[src/rtl/audio_sd_dac.sv]
// Multi-channel delta-sigma audio DAC with strobe-latched samples, a soft-mute gain ramp
// and a 1st/2nd-order modulator. Define AUDIO_SD_DAC_DITHER_EN to add per-channel LFSR dither.
module audio_sd_dac #(
  parameter int CHANNELS  = 2,
  parameter int WIDTH     = 16,
  parameter int ORDER     = 2,
  parameter int SIGNED_IN = 0,
  parameter int RAMP_DIV  = 1024
) (
  input  logic                      clk_sys,
  input  logic                      reset,
  input  logic                      ce,
  input  logic                      sample_stb,
  input  logic [CHANNELS*WIDTH-1:0] din,
  input  logic                      mute,
  output logic                      muted,
  output logic [CHANNELS-1:0]       dac_o
);

  localparam int IW = WIDTH + 4;
  localparam int PW = WIDTH + 10;
  localparam int CW = (RAMP_DIV > 1) ? $clog2(RAMP_DIV) : 1;
  localparam logic [CW-1:0]        CNT_LAST = CW'(RAMP_DIV - 1);
  localparam logic [8:0]           GAIN_MAX = 9'd256;
  localparam logic signed [IW:0]   FB_POS   = (IW+1)'(2 ** (WIDTH - 1));
  localparam logic signed [IW:0]   FB_NEG   = -FB_POS;
  localparam logic signed [IW:0]   SAT_POS  = (IW+1)'(2 ** (WIDTH + 2));
  localparam logic signed [IW:0]   SAT_NEG  = -SAT_POS;

  if (ORDER != 1 && ORDER != 2) begin : g_bad_order
    $error("audio_sd_dac: ORDER must be 1 or 2");
  end

  logic signed [WIDTH-1:0] hold_q   [CHANNELS];
  logic signed [WIDTH-1:0] hold_d   [CHANNELS];
  logic signed [WIDTH-1:0] scaled_q [CHANNELS];
  logic signed [WIDTH-1:0] scaled_d [CHANNELS];
  logic signed [IW-1:0]    i1_q     [CHANNELS];
  logic signed [IW-1:0]    i1_d     [CHANNELS];
  logic signed [IW-1:0]    i2_q     [CHANNELS];
  logic signed [IW-1:0]    i2_d     [CHANNELS];
  logic [CHANNELS-1:0]     dac_q, dac_d;
  logic [8:0]              gain_q, gain_d;
  logic [CW-1:0]           ramp_cnt_q, ramp_cnt_d;
  logic                    muted_q, muted_d;
  logic                    ramp_wrap;

  logic [WIDTH-1:0]        din_k;
  logic signed [IW:0]      fb, sum1, sum2;
  logic signed [IW-1:0]    i1_nx, i2_nx;
  logic                    dac_nx;

  function automatic logic signed [IW-1:0] sat(input logic signed [IW:0] v);
    if (v > SAT_POS)      sat = IW'(SAT_POS);
    else if (v < SAT_NEG) sat = IW'(SAT_NEG);
    else                  sat = IW'(v);
  endfunction

`ifdef AUDIO_SD_DAC_DITHER_EN
  logic [15:0] lfsr_q [CHANNELS];
  logic [15:0] lfsr_d [CHANNELS];

  always_comb begin
    for (int k = 0; k < CHANNELS; k++) begin
      lfsr_d[k] = lfsr_q[k];
      if (ce) lfsr_d[k] = {1'b0, lfsr_q[k][15:1]} ^ (lfsr_q[k][0] ? 16'hB400 : 16'h0000);
    end
  end

  always_ff @(posedge clk_sys) begin
    for (int k = 0; k < CHANNELS; k++) begin
      if (reset) lfsr_q[k] <= 16'hACE1 ^ 16'(k);
      else       lfsr_q[k] <= lfsr_d[k];
    end
  end
`endif

  // NOTE: every variable gets a default at the top of the block so no path infers a latch.
  always_comb begin
    ramp_wrap  = (ramp_cnt_q == CNT_LAST);
    ramp_cnt_d = ramp_wrap ? '0 : ramp_cnt_q + CW'(1);
    gain_d     = gain_q;
    if (ramp_wrap) begin
      if (!mute && gain_q != GAIN_MAX) gain_d = gain_q + 9'd1;
      else if (mute && gain_q != 9'd0) gain_d = gain_q - 9'd1;
    end
    muted_d = (gain_q == 9'd0) && mute;
    dac_d   = dac_q;
    din_k   = '0;
    fb      = '0;
    sum1    = '0;
    sum2    = '0;
    i1_nx   = '0;
    i2_nx   = '0;
    dac_nx  = 1'b0;

    for (int k = 0; k < CHANNELS; k++) begin
      din_k     = din[k*WIDTH +: WIDTH];
      hold_d[k] = hold_q[k];
      if (sample_stb)
        hold_d[k] = (SIGNED_IN != 0) ? din_k : {~din_k[WIDTH-1], din_k[WIDTH-2:0]};

      // Gain is unity at 256, so the arithmetic shift by 8 is an exact pass-through there.
      scaled_d[k] = WIDTH'((PW'(hold_q[k]) * PW'($signed({1'b0, gain_q}))) >>> 8);

      fb    = dac_q[k] ? FB_POS : FB_NEG;
      sum1  = (IW+1)'(i1_q[k]) + (IW+1)'(scaled_q[k]) - fb;
`ifdef AUDIO_SD_DAC_DITHER_EN
      sum1  = sum1 + (IW+1)'(lfsr_q[k][0]);
`endif
      i2_nx = i2_q[k];
      if (ORDER == 1) begin
        i1_nx  = IW'(sum1);
        dac_nx = ~i1_nx[IW-1];
      end else begin
        i1_nx  = sat(sum1);
        sum2   = (IW+1)'(i2_q[k]) + (IW+1)'(i1_nx) - fb;
        i2_nx  = sat(sum2);
        dac_nx = ~i2_nx[IW-1];
      end

      i1_d[k] = ce ? i1_nx : i1_q[k];
      i2_d[k] = ce ? i2_nx : i2_q[k];
      if (ce) dac_d[k] = dac_nx;
    end
  end

  // NOTE: state registers use non-blocking assignments so every flop samples pre-edge values.
  always_ff @(posedge clk_sys) begin
    if (reset) begin
      // NOTE: the per-channel arrays are a few flops each, not RAM, so they take the reset too.
      for (int k = 0; k < CHANNELS; k++) begin
        hold_q[k]   <= '0;
        scaled_q[k] <= '0;
        i1_q[k]     <= '0;
        i2_q[k]     <= '0;
      end
      dac_q      <= '0;
      gain_q     <= '0;
      ramp_cnt_q <= '0;
      muted_q    <= 1'b0;
    end else begin
      for (int k = 0; k < CHANNELS; k++) begin
        hold_q[k]   <= hold_d[k];
        scaled_q[k] <= scaled_d[k];
        i1_q[k]     <= i1_d[k];
        i2_q[k]     <= i2_d[k];
      end
      dac_q      <= dac_d;
      gain_q     <= gain_d;
      ramp_cnt_q <= ramp_cnt_d;
      muted_q    <= muted_d;
    end
  end

  assign dac_o = dac_q;
  assign muted = muted_q;

endmodule

[config.mk]
export PLATFORM = sky130hd
export DESIGN_NAME = audio_sd_dac
export DESIGN_NICKNAME = d
export VERILOG_FILES = /design/src/rtl/audio_sd_dac.sv
export SDC_FILE = /design/constraint.sdc
export NUM_CORES = 1
export LEC_CHECK = 0
export CAP_MARGIN = 20
export CORE_MARGIN = 4
export CORE_UTILIZATION = 67
export CTS_BUF_LIST = sky130_fd_sc_hd__clkbuf_8
export CTS_CLUSTER_SIZE = 16
export DETAILED_ROUTE_END_ITERATION = 6
export DONT_BUFFER_PORTS = 1
export GPL_TIMING_DRIVEN = 0
export HOLD_SLACK_MARGIN = 0.1
export PLACE_DENSITY_LB_ADDON = 0.15
export SLEW_MARGIN = 40
export SYNTH_ARGS = -nofsm -noshare
export SYNTH_HDL_FRONTEND = slang
export SYNTH_SLANG_ARGS = --single-unit
[constraint.sdc]
create_clock -name clk_sys -period 9.1 [get_ports clk_sys]
set_clock_uncertainty 0.2 [all_clocks]
set_input_delay 1.82 -clock clk_sys [delete_from_list [all_inputs] [get_ports clk_sys]]
set_output_delay 1.82 -clock clk_sys [all_outputs]
set_load 0.01 [all_outputs]
==> impl_metrics.env <==
export IMPL_outcome="complete, no violations"
export IMPL_critical_path_endpoint_type="flip-flop"
export IMPL_grt_pass1_wl_mm=92.53
export IMPL_hold_path_class="flip-flop to flip-flop"
export IMPL_synth_area_per_cell_sq_um=8.267
export IMPL_dr_pass1_iters=5
export IMPL_viasPerCell=5.873
export IMPL_worst_ir_drop_vdd_uv=274.4
export IMPL_clock_sinks=166
export IMPL_drv_cap=0
export IMPL_most_frequent_cell_on_the_critical_path="o21ai_0"
export IMPL_synth_register_bits=166
export IMPL_timing_hold_ws_ns=0.2787
export IMPL_fp_coreArea_sq_um=32700
export IMPL_post_synth_fa_ha_maj_area_fraction_pct=35.82
export IMPL_relSlewSlack_pct=43.10
export IMPL_drive_above_1_share_pct=2.595
export IMPL_cts_root_buffer="clkbuf_8"
export IMPL_yosys_area_share_simple_pct=19.35
export IMPL_dr_total_vias=18664
export IMPL_tritoncts_clock_tree="done"
export IMPL_die_y_um=190.7
export IMPL_cell_area_power_density_nw_per_um2=159.5
export IMPL_synth_compound_gate_area_share_pct=13.16
export IMPL_post_dp_hpwl_mm=44.83
export IMPL_dieWidth_um=190.7
export IMPL_final_core_utilization_pct=71.31
export IMPL_design_die_area_sq_um=36350
export IMPL_combinational_family_with_the_most_area_after_synthesis="adder cells"
export IMPL_worst_path_dominant_cell_family="compound AO/OA/AOI/OAI gates"
export IMPL_initialDrtViolationCount=1163
export IMPL_finalNonFillerCells=3178
export IMPL_final_max_slew_viol_count=0
export IMPL_timing_critical_path_fanout_max=10
export IMPL_clk_lat_worst_skew_ns=0.50
export IMPL_synth_top_flop_cell="dfxtp_1"
export IMPL_antenna_left=0
export IMPL_ys_warnings_count=0
export IMPL_area_growth_synth_to_final_pct=4.315
export IMPL_gate_count_post_synth=2704
export IMPL_leakage_dissipation_nw=11.41
export IMPL_final_nets=3253
export IMPL_postRouteWirelength_mm=54.87
export IMPL_fin_crit_ns=7.904
export IMPL_accumulated_negative_setup_slack_ns=0
export IMPL_worst_setup_path_type="flip-flop to flip-flop"
export IMPL_initial_standard_cell_utilization_of_the_core_pct=68.36
export IMPL_placed_cells_incl_taps=3146
export IMPL_post_layout_total_power_mw=3.718
export IMPL_post_cts_resize_count=0
export IMPL_antenna_found_initial=1
export IMPL_synth_xor_area_share_pct=4.819
export IMPL_worst_endpoint_arrival_ns=8.12
export IMPL_boundaryPins=40
export IMPL_synth_sequential_area_ratio_pct=14.87
export IMPL_max_slew_worst_pin_slew_ns=0.8535
export IMPL_fin_crit_sh_pct=86.86
export IMPL_cpMaxStageDelayCell="dfxtp_1"
export IMPL_place_gp_congestion=0.9167
export IMPL_muxShareOfSynthArea_pct=1.752
export IMPL_holdBufCountCts=0
export IMPL_setup_worst_path_start_class="flip-flop"
export IMPL_synth_distinct_cells=81
export IMPL_cts_htree_levels=4
export IMPL_critPathMaxStageDelay_ns=0.69
export IMPL_mappedNetlistNets=3234
export IMPL_port_buffers=0
export IMPL_synth_edff_count=0
export IMPL_overflow=0
export IMPL_cp_buffers_inverters=6
export IMPL_cp_data_required_time_ns=9.32
export IMPL_final_hold_viol_count=0
export IMPL_wl_per_cell_um=17.26
export IMPL_globalRouteTotalUtil_pct=31.05
export IMPL_drc_errors=0
export IMPL_clk_pin_slew_worst_paths_ns=0.12
export IMPL_fmax_ghz=0.1265
export IMPL_ctsLongestPathBuffers=2
export IMPL_cts_buffers_inserted=17
export IMPL_postSynth_asyncResetShare_pct=0
export IMPL_grt_start_max_net_pins=19
export IMPL_rsz0062_at_grt="false"
export IMPL_antenna_cells_inserted=0
export IMPL_setup_violations=0
export IMPL_grt_pass1_vias=19084
export IMPL_post_cts_setup_buffer_count=0
export IMPL_rows=66
export IMPL_syn_area_sq_um=22360
## power by group
part	internal (mW)	switching (mW)	total, mW
clock	0.205	0.342	0.547
combinational	0.720	1.65	2.37
sequential	0.766	0.0391	0.805
## routing by layer
metal / GRT usage, % / wire (um) / vias up
met5: 0 / 11 / -
met4: 10.25 / 1659 / 2
met3: 4.119 / 2792 / 107
met2: 54.38 / 27120 / 512
met1: 39.91 / 23280 / 9156
li1: - / - / 8887
## final timing paths
kind                                    start       endpoint  slack, ns  cells after the start
worst max register to register       dac_o[1]    i2_q[0][26]       1.20                     25
worst min register to register  ramp_cnt_q[0]  ramp_cnt_q[0]       0.28                      1
worst min-delay path            ramp_cnt_q[0]  ramp_cnt_q[0]       0.28                      1
worst max-delay path                 dac_o[1]    i2_q[0][26]       1.20                     25
## sequential cells by signal (all words and copies together) (netlist names)
signal / flops
muted: 1
gain_q: 9
ramp_cnt_q: 10
dac_o: 2
hold_q: 32
i2_q: 40
scaled_q: 32
i1_q: 40
## synth_stat cells (all sizes together) (10+ instances only)
| library cell | count | area, sq um |
|---|---|---|
| a211oi | 20 | 155.1 |
| a21o | 42 | 315.3 |
| a21oi | 88 | 440.4 |
| a31oi | 16 | 115.1 |
| a32o | 13 | 130.1 |
| and2 | 214 | 1339 |
| and3 | 14 | 87.58 |
| buf | 13 | 58.81 |
| clkbuf | 109 | 409.1 |
| dfxtp | 166 | 3323 |
| fa | 245 | 4905 |
| ha | 248 | 3103 |
| inv | 485 | 1821 |
| mux2i | 38 | 380.4 |
| nand2 | 222 | 833.3 |
| nand2b | 14 | 95.09 |
| nand3 | 88 | 440.4 |
| nand3b | 10 | 75.07 |
| nand4 | 39 | 244.0 |
| nor2 | 156 | 588.1 |
| nor3 | 38 | 190.2 |
| nor4 | 10 | 62.56 |
| o211ai | 35 | 267.8 |
| o21a | 18 | 135.1 |
| o21ai | 71 | 355.3 |
| o21bai | 15 | 112.6 |
| o31ai | 16 | 120.1 |
| or3 | 10 | 62.56 |
| xnor2 | 78 | 683.2 |
| xor2 | 45 | 394.1 |
## through the flow
step	setup WS [ns]	area, sq um
after CTS	1.223	23310
final	1.196	23320
after floorplan	2.530	22360
after detailed placement	1.284	22930
after global routing	0.5780	23320
after global placement	1.301	22910
## layout by cell type, fill, tap and decap left out, drive strengths merged, types with 10 or more instances in the layout
master / instances
nand2b: 14
a32o: 13
buf: 13
a31oi: 16
o211ai: 35
xnor2: 78
fa: 245
ha: 248
mux2i: 38
inv: 495
o21ai: 71
dfxtp: 166
o21bai: 15
nor3: 38
and3: 14
nand3b: 10
o21a: 18
nand3: 88
nor2: 156
and2: 214
nor4: 10
o31ai: 16
a211oi: 20
a21oi: 88
a21o: 42
or3: 10
xor2: 45
nand2: 222
clkbuf: 126
nand4: 39
## cells by family (layout without fill, tap and decap cells)
kind of cell	Yosys count	count (layout)
adders and majority gates	493	493
AOI/OAI and AO/OA	421	421
muxes	39	39
buffers and inverters	607	639
xor gates and xnor gates	123	123
DFF	166	166
and+or+nand+nor	855	855
## final cells by class
type                            instances  area (sq um)
Buffer                                122         469.2
Clock buffer                           17         234.0
Clock inverter                         15         151.4
Fill cell                            2695          9382
Inverter                              485          1821
Multi-Input combinational cell       1931         16770
Sequential cell                       166          3323
Tap cell                              442         553.0
No activity file was read; power rests on OpenSTA's default activity.
